===== config.mk =====
export PLATFORM = sky130hd
export DESIGN_NAME = gate_lab
export DESIGN_NICKNAME = d
export VERILOG_FILES = /design/src/rtl/gate_lab_pkg.sv /design/src/rtl/gate_lab_btn_debounce.sv /design/src/rtl/gate_lab.sv
export SDC_FILE = /design/constraint.sdc
export NUM_CORES = 1
export LEC_CHECK = 0
export CORE_MARGIN = 1.5
export CORE_UTILIZATION = 50
export CTS_CLUSTER_DIAMETER = 200
export DETAILED_ROUTE_END_ITERATION = 16
export GPL_TIMING_DRIVEN = 0
export PLACE_DENSITY = 0.67
export SLEW_MARGIN = 5
export SYNTH_ARGS = -nofsm -noshare
export SYNTH_HDL_FRONTEND = slang
export SYNTH_HIERARCHICAL = 1
export SYNTH_SLANG_ARGS = --single-unit

===== constraint.sdc =====
create_clock -name clk -period 5.4 [get_ports clk]
set_clock_uncertainty 0.15 [all_clocks]
set_input_delay 1.08 -clock clk [delete_from_list [all_inputs] [get_ports clk]]
set_output_delay 1.08 -clock clk [all_outputs]
set_load 0.01 [all_outputs]

===== src/rtl/gate_lab_pkg.sv =====
// rtl/gate_lab_pkg.sv - mode encoding, LED bit positions and gate evaluation for gate_lab
package gate_lab_pkg;

    typedef enum logic [2:0] {
        MODE_NOR  = 3'd0,
        MODE_OR   = 3'd1,
        MODE_AND  = 3'd2,
        MODE_NAND = 3'd3,
        MODE_XOR  = 3'd4,
        MODE_XNOR = 3'd5
    } mode_t;

    localparam logic [2:0] MODE_LAST = 3'd5;

    localparam int LED_RESULT  = 0;
    localparam int LED_MODE_LO = 1;
    localparam int LED_ANY     = 4;
    localparam int LED_BLIP    = 5;

    // Only the low n_in bits of st take part; codes 6 and 7 fall back to NOR.
    function automatic logic gate_eval(input logic [2:0] mode, input logic [3:0] st, input int n_in);
        logic any_p;
        logic all_p;
        logic par_p;
        any_p = 1'b0;
        all_p = 1'b1;
        par_p = 1'b0;
        for (int i = 0; i < 4; i++) begin
            if (i < n_in) begin
                any_p = any_p | st[i];
                all_p = all_p & st[i];
                par_p = par_p ^ st[i];
            end
        end
        case (mode)
            3'd1:    return any_p;
            3'd2:    return all_p;
            3'd3:    return ~all_p;
            3'd4:    return par_p;
            3'd5:    return ~par_p;
            default: return ~any_p;
        endcase
    endfunction

endpackage


===== src/rtl/gate_lab_btn_debounce.sv =====
// rtl/gate_lab_btn_debounce.sv - two-flop synchroniser and counting debouncer for one active-low button
module btn_debounce #(
    parameter int DEBOUNCE_CYCLES = 270000
) (
    input  logic clk,
    input  logic rst,
    input  logic raw_n,
    output logic st,
    output logic rise
);

    localparam int CW = $clog2(DEBOUNCE_CYCLES + 1);
    localparam logic [CW-1:0] CNT_LAST = CW'(DEBOUNCE_CYCLES - 1);

    logic          sync1;
    logic          sync2;
    logic [CW-1:0] cnt;
    logic          p_sync;

    assign p_sync = ~sync2;

    always_ff @(posedge clk) begin
        if (rst) begin
            sync1 <= 1'b1;
            sync2 <= 1'b1;
            cnt   <= '0;
            st    <= 1'b0;
            rise  <= 1'b0;
        end else begin
            sync1 <= raw_n;
            sync2 <= sync1;
            rise  <= 1'b0;
            if (p_sync != st) begin
                // the last differing cycle of the run commits the new level
                if (cnt == CNT_LAST) begin
                    st   <= ~st;
                    cnt  <= '0;
                    rise <= ~st;
                end else begin
                    cnt <= cnt + 1'b1;
                end
            end else begin
                cnt <= '0;
            end
        end
    end

endmodule


===== src/rtl/gate_lab.sv =====
// rtl/gate_lab.sv - debounced push-button logic gate demo with selectable function and LED status
module gate_lab
    import gate_lab_pkg::*;
#(
    parameter int N_IN            = 2,
    parameter int DEBOUNCE_CYCLES = 270000,
    parameter int BLIP_CYCLES     = 13500000,
    parameter int LED_ACTIVE_LOW  = 1
) (
    input  logic            clk,
    input  logic            rst,
    input  logic [N_IN-1:0] btn_n,
    input  logic            mode_btn_n,
    output logic [5:0]      led
);

    localparam int BW = $clog2(BLIP_CYCLES + 1);
    localparam logic [BW-1:0] BLIP_LOAD = BW'(BLIP_CYCLES);
    localparam logic [5:0] LED_POL = {6{LED_ACTIVE_LOW != 0}};

    logic [N_IN-1:0] st;
    logic [N_IN-1:0] unused_rise;
    logic            unused_mode_st;
    logic            mode_rise;
    mode_t           mode;
    logic [BW-1:0]   blip;
    logic [5:0]      led_lit;

    for (genvar i = 0; i < N_IN; i++) begin : g_btn
        btn_debounce #(.DEBOUNCE_CYCLES(DEBOUNCE_CYCLES)) u_btn (
            .clk   (clk),
            .rst   (rst),
            .raw_n (btn_n[i]),
            .st    (st[i]),
            .rise  (unused_rise[i])
        );
    end

    btn_debounce #(.DEBOUNCE_CYCLES(DEBOUNCE_CYCLES)) u_mode_btn (
        .clk   (clk),
        .rst   (rst),
        .raw_n (mode_btn_n),
        .st    (unused_mode_st),
        .rise  (mode_rise)
    );

    always_ff @(posedge clk) begin
        if (rst) begin
            mode <= MODE_NOR;
            blip <= '0;
        end else if (mode_rise) begin
            mode <= (mode >= MODE_LAST) ? MODE_NOR : mode_t'(mode + 3'd1);
            blip <= BLIP_LOAD;
        end else if (blip != '0) begin
            blip <= blip - 1'b1;
        end
    end

    always_comb begin
        led_lit                      = '0;
        led_lit[LED_RESULT]          = gate_eval(mode, 4'(st), N_IN);
        led_lit[LED_MODE_LO +: 3]    = mode;
        led_lit[LED_ANY]             = |st;
        led_lit[LED_BLIP]            = (blip != '0);
    end

    always_ff @(posedge clk) begin
        if (rst) begin
            led <= LED_POL;
        end else begin
            led <= led_lit ^ LED_POL;
        end
    end

endmodule


Word-level counts from Yosys, hierarchy flattened
Cells that the tools add are included.
Widths: inputs -> output; s select.
Cells by class
  div/mod/pow operators: 0
  multipliers: 0
  shift-type cells: 0
  magnitude comparators: 1
  bitwise logic cells: 17
  mux-type cells: 4
  reductions and logical operators: 11
  equality and inequality tests: 11
  add/subtract/negate cells: 5
Operators with widths (number)
  $add 19x1->19 const B: 3
  $eq 19x19->1 const B: 3
  $mux 24: 2
  $reduce_bool 24->1: 1
  $sub 24x1->24 const B: 1
  $not 1->1: 13
  $reduce_or 3->1: 4
  $eq 3x2->1 const B: 2
  $eq 3x3->1 const B: 2
  $not 6->6: 1
  $reduce_and 2->1: 3
  $pmux 1 s5: 1
  $reduce_or 2->1: 2
  $add 3x1->3 const B: 1
  $eq 3x1->1 const B: 1
  $ge 3x3->1 const B: 1
  $mux 3: 1
  $ne 1x1->1: 3
  $reduce_bool 2->1: 1
  $and 1x1->1: 1
  $or 1x1->1: 1
  $xor 1x1->1: 1
Storage, ports and cells
  ROM bits: 0
  output and inout bits: 6
  latch bits: 0
  register bits: 100
  word-level logic and storage cells: 66
  input bits: 5
  memories kept: 0
  RAM bits: 0

Longest topological paths before layout
Gate-level depths: netlist of run 1.
  depth after elaboration: 4
  depth in mapped cells: 8
  depth with buffers taken out: 7

Cells and area by module
The synthesis of run 1 kept the hierarchy.
By module, submodules not included
  btn_debounce: sequential area each 460.4 µm², area an instance 1016.0 µm², cells an instance 111, times used 3
  gate_lab: sequential area each 660.6 µm², area an instance 1645.3 µm², cells an instance 181, times used 1

Worst setup path after synthesis of run 1
No wires, ideal clock.
  path type: register -> register
  from: register blip[2]
  to: register blip[22]
  period minus slack after synthesis: 2.463 ns
  path slack: 2.937 ns
  data arrival time: 2.181 ns
  buffers on the path: 1
  setup time: 0.132 ns
  stages on the path, launching flop included: 7
  required time: 5.118 ns
  path through: dfxtp_1 > or4_4 > or4_1 > buf_4 > or4_4 > mux2i_1 > a21oi_1
Between the ends
  longest elaborated chain between the ends: 3
  elaborated cells between the ends (all ways): 5
  classes of those cells: add/sub: 1; mux: 2; reduce/logical: 2
RTL lines
  from (decl): RTL line gate_lab.sv:26  | logic [BW-1:0] blip;
  from (signal assigned): RTL line gate_lab.sv:55  | blip <= blip - 1'b1;
  $sub 24x1->24: RTL line gate_lab.sv:55
  $mux 24: RTL line gate_lab.sv:54  | end else if (blip != '0) begin
  $mux 24: RTL line gate_lab.sv:51  | end else if (mode_rise) begin
Parallel ways exist; a longest one is shown, timed or not. The select of a mux whose other input is x is not followed.
A chain may end at the register's enable or synchronous reset.

==> impl_results.md, run 1 <==
* Status: finished clean
* ANT nets after route at 0
* Max-slew violation count at 0
* Post-cts sizing count at 0
* H-tree depth at 3
* Core Util, Final at 0.573
* Number of synthesis warnings at 6
* Initial antenna violation count at 0
* Worst Slack Setup Final at 2.71 ns
* Crit. Startpoint: rst
* Final min period at 2.69 ns
* Crit. End Element: flop
* PD cells at 417 nW/µm²
* TNS Setup at 0 ns
* Final nets at 547
* Port Buffers at 10
* Final Instance Count excl. Fillers at 644
* Share of cells above drive strength 1 at 0.0933
* Core ar. at 8850 µm²
* Mapped Area at 4640 µm²
* Clock latency on the worst-skew pair at 0.37 ns
* Row count at 34
* Fin Hold WS at 0.268 ns
* Max-cap violations at 0
* CP arrival at 2.76 ns
* Root Driver: clkbuf_8
* Worst Setup Path Type: in2reg
* CP Max Fanout at 18
* Final setup violation count at 0
* Max VDD drop at 0.235 mV
* Initial core utilization at 0.525
* Hold Startpoint: u_mode_btn/sync1$_SDFF_PP1_
* Via/cell ratio at 5.67
* Tot Pwr at 2.11 mW
* DIE AREA at 9870 µm²
* Syn_nets at 526
* Final worst-path cycle share at 0.499
* Largest net degree at the start of global routing at 19
* Fin area at 5070 µm²
* Critical Path RT at 5.47 ns
* Post-CTS Setup Bufs at 0
* Worst slack at placement at 2.34 ns
* Worst hold path type: reg2reg
* # IOs at 11
* R2r startpoint: blip[2]$_SDFFE_PP0P_
* Placed Cells incl. Taps at 628
* Total routed wirelength at 8.84 mm
* TritonCTS clock tree: done
* Worst slew pin tran at 1.05 ns
* Vias at 3,652
* GP Congestion at 0.812
* CTS Buf Count at 9
* DR WL/cell at 13.7 µm
* Vias in the first global route at 3,401
* Area Growth Syn to Fin at 9.11%
* Worst-path clk slew at 0.09 ns
* Hold-fix buffers at CTS at 0
* Total track usage at 0.191
* Slew HR at 0.294
* Static leakage at 1.57 nW
* Congestion Overflow GR at 0
* CTS max path bufs at 2
* CTS sink count at 100
* Die Span Y at 99.4 µm
* Post-Synthesis Cells at 510
* RSZ-0062 raised after global routing: false
* CP startpoint kind: input port
* Cell Area, Placed at 4880 µm²
* Fmax at 0.371 GHz
* Die width at 99.4 µm
* Hpwl dp at 6.17 mm
* Pre-antenna DRT Iters at 5
* Endpoints failing hold at 0
* First-pass GRT wire length at 15.4 mm
* Iter 0 DRT Violations at 129
* Synthesized area per cell at 9.10 µm²
* Ant. Diodes at 0
* # DRC at 0
-- worst max-delay path, stage by stage --
cell             delay, ns
clkdlybuf4s50_1       0.86
or2_2                 0.23
clkbuf_1              0.44
o22ai_1               0.16
-- path summary, 6_finish.rpt --
path	cells after the start	slack (ns)	to
max	4	2.71	mode[1]$_SDFFE_PP0P_
max reg2reg	6	2.75	blip[23]$_SDFFE_PP0P_
min	1	0.27	u_mode_btn/sync2$_SDFF_PP1_
min reg2reg	1	0.27	u_mode_btn/sync2$_SDFF_PP1_
-- where the power goes --
part           internal (mW)  switching [mW]  leakage (nW)
registers              0.819          0.0767         0.811
logic                  0.282           0.488         0.668
clock network          0.193           0.255        0.0876
total                   1.29           0.820          1.57
-- sequential cells by signal, indices dropped and copies added (netlist names) --
name               flops
led                    6
u_mode_btn/cnt        19
g_btn.u_btn/sync2      2
g_btn.u_btn/sync1      2
u_mode_btn/sync1       1
u_mode_btn/sync2       1
u_mode_btn/st          1
mode                   3
blip                  24
u_mode_btn/rise        1
g_btn.u_btn/st         2
g_btn.u_btn/cnt       38
-- placed cells by master (no fill, tap or decap), types with 8 or more instances in the layout --
| cell | n |
|---|---|
| nand2_1 | 17 |
| clkbuf_8 | 11 |
| clkdlybuf4s50_1 | 10 |
| xnor2_1 | 36 |
| or2_2 | 12 |
| inv_1 | 24 |
| nor2_1 | 63 |
| nor4_1 | 23 |
| o21ai_0 | 13 |
| nand3_1 | 17 |
| xor2_1 | 15 |
| a31oi_1 | 8 |
| nor3_1 | 18 |
| ha_1 | 11 |
| a21oi_1 | 23 |
| dfxtp_1 | 100 |
| or3_1 | 12 |
| or4_1 | 8 |
| nand4_1 | 26 |
-- area by class of cell --
class / instances / area (µm²)
Fill cell: 822 / 3780
Multi-Input combinational cell: 372 / 2460
Sequential cell: 100 / 2000
Clock buffer: 11 / 151
Tap cell: 108 / 135
Timing Repair Buffer: 10 / 100
Buffer: 14 / 93.8
Inverter: 24 / 90.1
Clock inverter: 5 / 36.3
-- routing by layer --
metal / vias up / global-route usage / part of all wire
li1: 1887 / - / -
met1: 1711 / 0.257 / 0.51
met2: 43 / 0.309 / 0.45
met3: 11 / 0.0401 / 0.026
met4: 0 / 0.0585 / 0.014
met5: - / 0 / 0
Note: power is estimated with default switching activity, not from simulation.
==> run 2, diff against run 1 <==
Settings changed: PLACE_DENSITY 0.67 to 0.69.
Clock period 5.4 ns to 2.25 ns, I/O delays scaled along.
==> run 2 against run 1 <==
  * The flow now finishes with violations (setup timing)
  * Global-route usage is 0.13 points lower
  * Largest power group is now combinational logic
  * Clock-buffer cell count unchanged
  * Worst hold slack lost 0.0085 ns
  * Sequential share of layout area fell by 1.5 points
==> impl_results.md, run 2 (synthesis results as in run 1) <==
* Total track usage at 0.189
* TritonCTS clock tree: done
* Reg with most FFs: g_btn.u_btn/cnt
* Pre-antenna DRT Iters at 4
* Max-cap violations at 0
* CTS sink count at 100
* H-tree depth at 3
* Largest net degree at the start of global routing at 19
* Ant. Diodes at 0
* Tot Pwr at 5.81 mW
* Initial core utilization at 0.525
* Most frequent cells in the layout: dfxtp_1, nor2_1, xnor2_1
* Max-slew violation count at 0
* Worst Slack Setup Final at -0.126 ns
* Vias in the first global route at 3,374
* Slew HR at 0.571
* Critical Path RT at 2.40 ns
* Vias at 3,738
* Largest register FFs at 38
* Initial antenna violation count at 0
* Final Instance Count excl. Fillers at 656
* Die Span Y at 99.4 µm
* Hpwl dp at 6.19 mm
* Worst-path clk slew at 0.10 ns
* Row count at 34
* Port Buffers at 10
* CTS max path bufs at 2
* Hold Startpoint: g_btn[1].u_btn/sync1$_SDFF_PP1_
* R2R setup slack at -0.13 ns
* DIE AREA at 9870 µm²
* First-pass GRT wire length at 15.3 mm
* Endpoints failing hold at 0
* CP arrival at 2.52 ns
* Status: finished with violations
* Die width at 99.4 µm
* Cell Area, Placed at 4890 µm²
* Largest registers: g_btn.u_btn/cnt x38, blip x24, u_mode_btn/cnt x19
* Placed Cells incl. Taps at 628
* Max VDD drop at 0.624 mV
* CP startpoint kind: flop
* Final setup violation count at 17
* Fin area at 5270 µm²
* Clock latency on the worst-skew pair at 0.36 ns
* ANT nets after route at 0
* # fillers at 765
* # DRC at 0
* Share of cells above drive strength 1 at 0.133
* Crit. End Element: flop
* GP Congestion at 0.835
* Congestion Overflow GR at 0
* Fmax at 0.421 GHz
* Most common cell after layout, fill and taps aside: dfxtp_1
* Final nets at 559
* Worst hold path type: reg2reg
* Final min period at 2.38 ns
* Via/cell ratio at 5.70
* FF-to-FF End: blip[21]$_SDFFE_PP0P_
* Core ar. at 8850 µm²
* Static leakage at 1.66 nW
* RSZ-0062 raised after global routing: true
* Worst Setup Path Type: reg2reg
* CP Max Fanout at 4
* Iter 0 DRT Violations at 77
* # IOs at 11
* Total routed wirelength at 9.27 mm
* Failing checks: setup timing
* Worst Hold Path EP: g_btn[1].u_btn/sync2$_SDFF_PP1_
* Area Growth Syn to Fin at 13.4%
* Reg2Reg Depth at 7
* Hold-fix buffers at CTS at 0
* CTS Buf Count at 9
* Root Driver: clkbuf_8
* DR WL/cell at 14.1 µm
* Final worst-path cycle share at 1.06
* Hold path depth at 1
* R2r startpoint: blip[3]$_SDFFE_PP0P_
* Worst slew pin tran at 0.641 ns
* TNS Setup at -1.10 ns
* PD cells at 1100 nW/µm²
[run 2: what timing repair did]
item	CTS	global route
setup buffers	10	3
gates resized for setup	8	13
pin swaps	15	9
endpoints found under the setup margin	24	24
[run 2: layout make-up]
type,count,area [µm²],area share
sequential,100,2000,0.381
tap,108,135,0.0257
buffer,13,87.6,0.0166
inverter,24,90.1,0.0171
timing repair buffer,23,213,0.0404
clock inverter,5,60.1,0.0114
clock buffer,11,141,0.0268
multi-input combinational,372,2540,0.481
[run 2: worst max-delay path, stage by stage (launching register included)]
cell and delay, ns:
dfxtp_2 0.33, or4_4 0.53, buf_4 0.17, nor4_4 0.25, o31ai_4 0.15, buf_4 0.18
or4_1 0.41, a21oi_1 0.14
[run 2: worst max path at each step]
| stage | start | end | slack [ns] | cells past startpoint |
|---|---|---|---|---|
| 3_5_place_dp | blip[5]$_SDFFE_PP0P_ | blip[19]$_SDFFE_PP0P_ | -0.32 | 6 |
| 4_1_cts | blip[3]$_SDFFE_PP0P_ | blip[19]$_SDFFE_PP0P_ | -0.12 | 5 |
| 5_1_grt | blip[8]$_SDFFE_PP0P_ | blip[11]$_SDFFE_PP0P_ | -0.20 | 7 |
| 2_1_floorplan | blip[5]$_SDFFE_PP0P_ | blip[22]$_SDFFE_PP0P_ | -0.14 | 6 |
| 3_3_place_gp | blip[5]$_SDFFE_PP0P_ | blip[19]$_SDFFE_PP0P_ | -0.28 | 6 |
| 6_report | blip[3]$_SDFFE_PP0P_ | blip[21]$_SDFFE_PP0P_ | -0.13 | 7 |
[run 2: per-layer routing]
layer,up-vias,GRT usage,wire length [µm]
li1,1917,-,-
met1,1742,0.255,4560
met2,67,0.310,4310
met3,12,0.0443,308
met4,0,0.0444,98
met5,-,0,0
[run 2: where the power goes]
group | switching, mW | internal (mW) | leakage (nW) | total [mW]
Sequential | 0.213 | 1.97 | 0.812 | 2.18
Combinational | 1.44 | 1.03 | 0.749 | 2.47
Clock | 0.612 | 0.550 | 0.0999 | 1.16
[run 2: metrics by stage]
step	hold slack, ns	utilization	setup WS (ns)
6_report	0.259	0.595	-0.126
3_3_place_gp	0.247	0.552	-0.276
4_1_cts	0.266	0.587	-0.125
2_1_floorplan	0.239	-	-0.142
3_5_place_dp	0.244	0.552	-0.318
5_1_grt	0.279	0.595	-0.198
